**src/rtl/ir_send_scheduler_if.sv**
```systemverilog
// Bus-side write port of the IR send scheduler: address, data and a one-cycle write strobe.
// The bus master drives all three; the scheduler only samples them.
interface ir_send_scheduler_if;
   logic [7:0] BUS_ADDR;
   logic [7:0] BUS_DATA;
   logic       BUS_WE;

   modport master (
      output BUS_ADDR,
      output BUS_DATA,
      output BUS_WE
   );

   modport slave (
      input BUS_ADDR,
      input BUS_DATA,
      input BUS_WE
   );
endinterface

```
**src/rtl/ir_send_scheduler.sv**
```systemverilog
// Sequences the IR packet transmitter: periodic or one-shot launches, a stretched launch
// strobe, and a COMMAND that stays frozen from each launch until the next one.
module ir_send_scheduler #(
   parameter logic [7:0] BUS_BASE_ADDR = 8'h90,
   parameter int         SEND_PERIOD   = 10_000_000,
   parameter int         HOLD_CYCLES   = 1_500_000,
   parameter int         SEND_WIDTH    = 5_000,
   parameter int         AUTO_CLEAR    = 1,
   parameter int         CNT_WIDTH     = 24
) (
   input  logic                   CLK,
   input  logic                   RESET,
   ir_send_scheduler_if.slave     bus,
   output logic [3:0]             COMMAND,
   output logic                   SEND_PACKET,
   output logic                   BUSY,
   output logic                   PACKET_DONE,
   output logic                   ENABLED
);

   typedef enum logic [1:0] {
      ST_IDLE = 2'd0,
      ST_SEND = 2'd1,
      ST_HOLD = 2'd2,
      ST_WAIT = 2'd3
   } state_t;

   localparam logic [CNT_WIDTH-1:0] SEND_LAST   = CNT_WIDTH'(SEND_WIDTH - 1);
   localparam logic [CNT_WIDTH-1:0] HOLD_LAST   = CNT_WIDTH'(HOLD_CYCLES - 1);
   localparam logic [CNT_WIDTH-1:0] PERIOD_LAST = CNT_WIDTH'(SEND_PERIOD - 1);
   localparam logic [7:0]           CTRL_ADDR   = BUS_BASE_ADDR + 8'd1;

   state_t                 state_reg, state_next;
   logic [CNT_WIDTH-1:0]   cnt_reg, cnt_next;
   logic [3:0]             pend_cmd_reg;
   logic                   enable_reg;
   logic                   oneshot_reg;
   logic [3:0]             command_reg, command_next;
   logic                   send_packet_reg, send_packet_next;
   logic                   busy_reg, busy_next;
   logic                   packet_done_reg, packet_done_next;
   logic                   launch;

   logic                   wr_base;
   logic                   wr_ctrl;
   logic                   unused_data_bits;

   assign wr_base          = bus.BUS_WE && (bus.BUS_ADDR == BUS_BASE_ADDR);
   assign wr_ctrl          = bus.BUS_WE && (bus.BUS_ADDR == CTRL_ADDR);
   assign unused_data_bits = ^bus.BUS_DATA[7:4];

   // Next-state and output decode; a launch overrides whatever the state arm chose.
   always_comb begin
      state_next       = state_reg;
      cnt_next         = cnt_reg;
      launch           = 1'b0;
      packet_done_next = 1'b0;

      case (state_reg)
         ST_IDLE: begin
            cnt_next = '0;
            if (enable_reg || oneshot_reg) begin
               launch = 1'b1;
            end
         end
         ST_SEND: begin
            cnt_next = cnt_reg + 1'b1;
            if (cnt_reg == SEND_LAST) begin
               state_next = ST_HOLD;
            end
         end
         ST_HOLD: begin
            cnt_next = cnt_reg + 1'b1;
            if (cnt_reg == HOLD_LAST) begin
               packet_done_next = 1'b1;
               // A pending one-shot launches from either WAIT or IDLE on the following cycle.
               state_next       = enable_reg ? ST_WAIT : ST_IDLE;
            end
         end
         ST_WAIT: begin
            cnt_next = cnt_reg + 1'b1;
            if (oneshot_reg) begin
               launch = 1'b1;
            end else if (!enable_reg) begin
               state_next = ST_IDLE;
            end else if (cnt_reg == PERIOD_LAST) begin
               launch = 1'b1;
            end
         end
         default: begin
            state_next = ST_IDLE;
            cnt_next   = '0;
         end
      endcase

      if (launch) begin
         state_next = ST_SEND;
         cnt_next   = '0;
      end

      command_next     = launch ? pend_cmd_reg : command_reg;
      send_packet_next = launch || ((state_reg == ST_SEND) && (cnt_reg != SEND_LAST));
      busy_next        = launch || (state_reg == ST_SEND)
                         || ((state_reg == ST_HOLD) && (cnt_reg != HOLD_LAST));
   end

   always_ff @(posedge CLK) begin
      if (RESET) begin
         state_reg       <= ST_IDLE;
         cnt_reg         <= '0;
         command_reg     <= '0;
         send_packet_reg <= 1'b0;
         busy_reg        <= 1'b0;
         packet_done_reg <= 1'b0;
      end else begin
         state_reg       <= state_next;
         cnt_reg         <= cnt_next;
         command_reg     <= command_next;
         send_packet_reg <= send_packet_next;
         busy_reg        <= busy_next;
         packet_done_reg <= packet_done_next;
      end
   end

   // Bus-writable registers; a write in the launch cycle wins over the launch-side clears.
   always_ff @(posedge CLK) begin
      if (RESET) begin
         pend_cmd_reg <= '0;
         enable_reg   <= 1'b0;
         oneshot_reg  <= 1'b0;
      end else begin
         if (wr_base) begin
            pend_cmd_reg <= bus.BUS_DATA[3:0];
         end else if (launch && (AUTO_CLEAR != 0)) begin
            pend_cmd_reg <= '0;
         end

         if (wr_ctrl) begin
            enable_reg <= bus.BUS_DATA[0];
         end

         if (wr_ctrl && bus.BUS_DATA[1]) begin
            oneshot_reg <= 1'b1;
         end else if (launch) begin
            oneshot_reg <= 1'b0;
         end
      end
   end

   assign COMMAND     = command_reg;
   assign SEND_PACKET = send_packet_reg;
   assign BUSY        = busy_reg;
   assign PACKET_DONE = packet_done_reg;
   assign ENABLED     = enable_reg;

endmodule

```
**src/flat_wrapper.sv**
```systemverilog
// flat-port wrapper written by rule: the top's interface ports become plain ports
module ir_send_scheduler_flat 
#(
   parameter logic [7:0] BUS_BASE_ADDR = 8'h90,
   parameter int         SEND_PERIOD   = 10_000_000,
   parameter int         HOLD_CYCLES   = 1_500_000,
   parameter int         SEND_WIDTH    = 5_000,
   parameter int         AUTO_CLEAR    = 1,
   parameter int         CNT_WIDTH     = 24
)
  (CLK, RESET, COMMAND, SEND_PACKET, BUSY, PACKET_DONE, ENABLED, bus_BUS_ADDR, bus_BUS_DATA, bus_BUS_WE);
  ir_send_scheduler_if bus_i ();
  input  logic CLK;
  input  logic RESET;
  output logic [3:0] COMMAND;
  output logic SEND_PACKET;
  output logic BUSY;
  output logic PACKET_DONE;
  output logic ENABLED;
  input wire logic [$bits(bus_i.BUS_ADDR)-1:0] bus_BUS_ADDR;
  input wire logic [$bits(bus_i.BUS_DATA)-1:0] bus_BUS_DATA;
  input wire logic [$bits(bus_i.BUS_WE)-1:0] bus_BUS_WE;
  assign bus_i.BUS_ADDR = bus_BUS_ADDR;
  assign bus_i.BUS_DATA = bus_BUS_DATA;
  assign bus_i.BUS_WE = bus_BUS_WE;
  ir_send_scheduler #(.BUS_BASE_ADDR(BUS_BASE_ADDR), .SEND_PERIOD(SEND_PERIOD), .HOLD_CYCLES(HOLD_CYCLES), .SEND_WIDTH(SEND_WIDTH), .AUTO_CLEAR(AUTO_CLEAR), .CNT_WIDTH(CNT_WIDTH)) u_core (.CLK(CLK), .RESET(RESET), .bus(bus_i), .COMMAND(COMMAND), .SEND_PACKET(SEND_PACKET), .BUSY(BUSY), .PACKET_DONE(PACKET_DONE), .ENABLED(ENABLED));
endmodule
```
**config.mk**
```make
export PLATFORM = sky130hd
export DESIGN_NAME = ir_send_scheduler_flat
export DESIGN_NICKNAME = d
export VERILOG_FILES = /design/src/rtl/ir_send_scheduler_if.sv /design/src/rtl/ir_send_scheduler.sv /design/src/flat_wrapper.sv
export SDC_FILE = /design/constraint.sdc
export NUM_CORES = 1
export LEC_CHECK = 0
export BUFFER_PORTS_ARGS = -buffer_cell sky130_fd_sc_hd__buf_2
export CAP_MARGIN = 10
export CORE_MARGIN = 4
export CORE_UTILIZATION = 51
export DETAILED_ROUTE_END_ITERATION = 8
export PLACE_DENSITY = 0.75
export SLEW_MARGIN = 15
export SYNTH_ARGS = -nofsm -noshare
export SYNTH_HDL_FRONTEND = slang
export SYNTH_SLANG_ARGS = --single-unit
```
**constraint.sdc**
```tcl
create_clock -name CLK -period 1.95 [get_ports CLK]
set_clock_uncertainty 0.2 [all_clocks]
set_input_delay 0.195 -clock CLK [delete_from_list [all_inputs] [get_ports CLK]]
set_output_delay 0.195 -clock CLK [all_outputs]
set_load 0.05 [all_outputs]
```
* Yosys cells after proc, flatten, opt, wreduce, memory -nomap -nowiden *
Cells that the tools add are included.

word-level totals
  bits in registers = 39
  output and inout port bits = 8
  logic and storage cells = 67

cells by class
  $add $sub $neg = 1
  equality and inequality tests = 18
  muxes and demuxes = 18
  bitwise gates (word level) = 1
  reduce and logical (&&, ||, !) cells = 19

operators with widths
  kind                                                                number
  24-bit case mux with 2 select lines                                 1
  24-bit by 1-bit adder with 24-bit output (second input constant)    1
  24-bit by 13-bit == test with 1-bit output (second input constant)  1
  24-bit by 21-bit == test with 1-bit output (second input constant)  1
  24-bit == test (second input constant)                              1
  24-bit by 13-bit != test with 1-bit output (second input constant)  1
  24-bit by 21-bit != test with 1-bit output (second input constant)  1
  8-bit == test (second input constant)                               2
  2-bit 2-to-1 mux                                                    5
  5-bit AND reduction                                                 2
  1-bit 2-to-1 mux                                                    8
  4-bit 2-to-1 mux                                                    2
  3-bit by 1-bit != test with 1-bit output (second input constant)    2
  3-bit != test (second input constant)                               2
  2-bit case mux with 3 select lines                                  1
  1-bit logical AND                                                   5
  2-bit == test (second input constant)                               2
  1-bit logical OR                                                    4
  2-bit by 1-bit != test with 1-bit output (second input constant)    2
  2-bit != test (second input constant)                               2
  2-bit nonzero test                                                  2
  4-bit nonzero test                                                  1
  2-bit OR reduction                                                  2
  3-bit nonzero test                                                  1
  5 further kinds                                                     5

* Longest topological paths before layout *
  word-level depth = 7
  depth in mapped cells = 8
  mapped depth without buffers = 7

* Worst setup path before layout *
Ideal clock, no wire load.

  kind = reg2reg
  from = register u_core.enable_reg, in the netlist u_core.ENABLED
  to = register u_core.cnt_reg[9]
  library setup time = 0.115 ns
  arrival = 1.851 ns
  required time = 1.635 ns
  path slack = -0.215 ns
  stages on the path, launching flop included = 7
  path buffers = 1
  clock period less this slack = 2.165 ns
  path through = dfxtp_1 > nand4_1 > nor4_4 > a31oi_2 > o21ai_2 > buf_4 > nor2_1

on the way
  cells in the longest elaborated chain, start to end = 4
  elaborated cells between the ends (all ways) = 6

ends and longest elaborated chain
  what                                                         line                                              text
  start, declared                                              ir_send_scheduler.sv:36                           logic enable_reg;
  start signal, assigned                                       ir_send_scheduler.sv:139                          enable_reg <= bus.BUS_DATA[0];
  1-bit 2-to-1 mux / 1-bit logical OR (equally long branches)  ir_send_scheduler.sv:84, ir_send_scheduler.sv:62
  1-bit 2-to-1 mux, on equally long branches                   ir_send_scheduler.sv:82, ir_send_scheduler.sv:62
  1-bit case mux with 2 select lines (*)                       ir_send_scheduler.sv:59                           case (state_reg)
  2-bit OR reduction (no source line) (*)                      n/a
  end signal, assigned                                         ir_send_scheduler.sv:117                          cnt_reg <= cnt_next;
  end, declared                                                ir_send_scheduler.sv:34                           logic [CNT_WIDTH-1:0] cnt_reg, cnt_next;

Mark *: on every way between the ends. The rest lies on a longest branch, timed or not.
A chain may end at the register's enable or synchronous reset.

* Final worst setup path *
  from = register u_core.cnt_reg[21]
  to = register u_core.cnt_reg[8]

on the way
  cells in the longest elaborated chain, start to end = 6

ends and longest elaborated chain
  what                                 line                     text
  24-bit == test                       ir_send_scheduler.sv:86  end else if (cnt_reg == PERIOD_LAST) begin
  1-bit 2-to-1 mux                     ir_send_scheduler.sv:86
  1-bit 2-to-1 mux                     ir_send_scheduler.sv:84  end else if (!enable_reg) begin
  1-bit 2-to-1 mux                     ir_send_scheduler.sv:82  if (oneshot_reg) begin
  1-bit case mux with 2 select lines   ir_send_scheduler.sv:59
  2-bit OR reduction (no source line)  n/a

No other way between the ends.

==> metrics.csv <==
stage,metric,value,unit
run_status,status,"complete, but fails checks",
run_status,violations,setup timing,
global_route,overflow,0,
final_layout,area_growth,32.9,%
clock_tree,htree_levels,2,
clock_tree,cts.reportedPaths.clkPinSlew,0.08,ns
global_route,grt_pass1_wl,8290,um
floorplan,ioPinCount,27,
final_layout,nets,314,
pwr,p_leak,0.943,nW
detailed_routing,dr.pass1.iters,4,
clock_tree,cts_num_sinks,39,
worst_setup_path,cp_top_family,simple AND/OR/NAND/NOR gates,
worst_setup_path,critPathMaxFanout,11,
floorplan,die_height,70.5,um
synth,syn_area_per_cell,8.81,sq um
synth,ys_ff_latch,39,
hold_path,hold_class,input port to flip-flop,
job,maxCapViolations,0,
timing,final-hold-violation-count,0,
worst_setup_path,critPathKind,flip-flop to flip-flop,
detailed_routing,vias,1903,
pwr,power.density,603,nW/um^2
timing,post-route-min-period,2.08,ns
detailed_routing,ant_nets,0,
placement,dp_hpwl,3420,um
worst_setup_path,path_cells,or3_4 > nor4_4 > a31oi_4 > o21ai_4 > clkbuf_16 > nor2_1,
clock_tree,cts_tree,yes,
detailed_routing,viasPerCell,5.63,
synth,synth_nets,251,
pwr,finalPower,1.60,mW
worst_setup_path,reg2reg_depth,6,
worst_setup_path,endpoint_kind,flip-flop,
detailed_routing,first_iter_violations,133,
pwr,power.share.clock,34.6,%
pwr,vdd_drop_max,0.458,mV
worst_setup_path,slowest_delay,0.41,ns
timing,fin_crit_sh,107,%
final_layout,n_antenna_cell,0,
hold_path,hp-start,RESET,
synth,synth_cell_types,43,
worst_setup_path,regToRegSetupSlack,-0.13,ns
clock_tree,clock_latency,0.30,ns
pwr,switching_share,27.9,%
synth,ys_warn_count,0,
synth,yosys_most_used_dff,dfxtp_1,
worst_setup_path,worstReg2RegEnd,u_core.cnt_reg[8],
global_route,grt_pass1_vias,1843,
timing,timing.fmax,480,MHz
final_layout,drive_gt1_share,34.1,%
final_layout,largest_register_ffs,24,
global_route,grtUsageTotal,20.8,%
floorplan,dieArea,4970,sq um
clock_tree,clock-root-buffer,clkbuf_8,
pwr,switchingPower,0.445,mW
timing,worst_pin_slew,0.421,ns
global_route,grt_start_max_net_pins,24,
detailed_routing,wirelength,5160,um
synth,synth_cells,226,
synth,async_reset_ff_share,0,%
pwr,seqPwrFrac,50.9,%
timing,setup-tns-final,-2.76,ns
clock_tree,numCtsBuffers,5,
detailed_routing,wl_per_cell,15.3,um
worst_setup_path,reg2reg_from,u_core.cnt_reg[21],
pwr,p_comb_share,14.4,%
detailed_routing,drc_errors,0,
floorplan,rows,22,
pwr,intPower,1.15,mW
hold_path,whs_endpoint,u_core.ENABLED,
timing,setup_violations,34,
timing,relSlewSlack,71.7,%
timing,rsz0062_at_grt,yes,
floorplan,die_width,70.5,um
worst_setup_path,cp_slowest_cell,or3_4,
timing,finalWorstSetupSlack,-0.134,ns
synth,ys_seq_area_share,39.2,%
placement,place.gp.congestion,0.796,
floorplan,core,3720,sq um
final_layout,fillers,266,
worst_setup_path,critPathArrivalTime,2.07,ns
synth,synth_area,1990,sq um
placement,port_buffers,22,
worst_setup_path,critPathLaunchType,flip-flop,
floorplan,initial_utilization,53.6,%
worst_setup_path,crit_required,1.94,ns
synth,synth_edf_count,0,
clock_tree,cts_max_path_buffers,2,
hold_path,min_path_cells,2,
worst_setup_path,critPathBufInv,1,
global_route,antenna_found_initial,0,
timing,final-max-slew-violation-count,0,
worst max path at each step:
stage                  startpoint                     end  cells after the start
2_1_floorplan  u_core.cnt_reg[21]       u_core.cnt_reg[9]                      6
3_3_place_gp   u_core.cnt_reg[21]  u_core.pend_cmd_reg[2]                      6
3_5_place_dp   u_core.cnt_reg[21]  u_core.pend_cmd_reg[3]                      6
4_1_cts        u_core.cnt_reg[21]      u_core.cnt_reg[14]                      6
5_1_grt        u_core.cnt_reg[21]       u_core.cnt_reg[8]                      6
6_report       u_core.cnt_reg[21]       u_core.cnt_reg[8]                      6
metal layers:
| layer | global-route usage, % | part of all wire, % |
|---|---|---|
| met2 | 34.7 | 50 |
| met3 | 5.04 | 5.9 |
| met1 | 25.5 | 42 |
| met4 | 8.51 | 2.6 |
| met5 | 0 | 0 |
synth_stat cells (6+ instances only):
master | count | share of area, %
nand3_1 | 13 | 3.3
ha_1 | 6 | 3.8
o21ai_0 | 11 | 2.8
xnor2_1 | 16 | 7.0
nand4_1 | 10 | 3.1
nand2_1 | 15 | 2.8
nor2_1 | 38 | 7.2
nor3_1 | 6 | 1.5
xor2_1 | 6 | 2.6
inv_1 | 7 | 1.3
a21oi_1 | 11 | 2.8
dfxtp_1 | 39 | 39
worst register-to-register path, stage by stage (launching register included):
cell and delay [ns]:
dfxtp_2 0.32, or3_4 0.41, nor4_4 0.39, a31oi_4 0.17, o21ai_4 0.23, clkbuf_16 0.20
nor2_1 0.05
kinds of logic after synthesis:
| family | share of synthesized area [%] |
|---|---|
| XOR/XNOR | 9.68 |
| multiplexers | 0.503 |
| AO/OA/AOI/OAI | 11.8 |
| AND/OR/NAND/NOR | 31.5 |
| buffers and inverters | 3.58 |
| flip-flops | 39.2 |
| adder cells (fa/ha/maj) | 3.77 |
stage by stage:
stage	setup slack [ns]	hold slack (ns)	instance area [sq um]	cells	util, %
floorplan	-0.0122	0.130	2000	226	-
global placement	0.00833	0.237	2390	322	64.3
detailed placement	-0.0249	0.247	2390	322	64.3
CTS	-0.0453	0.0701	2530	335	68.1
global route	-0.178	0.102	2650	338	71.2
finish	-0.134	0.0899	2650	338	71.2
cell usage in the layout, fill, tap and decap left out, types with 6 or more instances in the layout:
cell type,instances
inv_1,7
xnor2_1,16
nor2_1,37
nand3_1,10
dfxtp_1,37
nor3_1,6
nand4_1,10
nand2_1,14
xor2_1,6
buf_2,22
a21oi_1,10
buf_4,31
layout make-up:
| type | count | area [sq um] | share of cell area (%) |
|---|---|---|---|
| inverters | 7 | 26.3 | 0.993 |
| multi-input cells | 173 | 1220 | 46.0 |
| repair buffers | 63 | 472 | 17.8 |
| well taps | 48 | 60.1 | 2.27 |
| flip-flops and latches | 39 | 783 | 29.6 |
| clock buffers | 5 | 68.8 | 2.60 |
| clock inverters | 3 | 20.0 | 0.757 |
power by group through the flow:
stage | combinational [mW] | sequential (mW) | clock (mW)
floorplan | 0.112 | 0.839 | 0
global placement | 0.182 | 0.830 | 0
detailed placement | 0.186 | 0.831 | 0
CTS | 0.197 | 0.812 | 0.561
global route | 0.248 | 0.813 | 0.600
finish | 0.230 | 0.812 | 0.553
repair_timing:
action                     4_1_cts  5_1_grt
pin swaps                        0        6
setup endpoints to repair       34       37
hold endpoints to repair         6        0
buffers inserted                 0        2
gates resized for setup          5       23
cloned                           0        1
hold buffers                     5        0
Note: power is estimated with default switching activity, not from simulation.
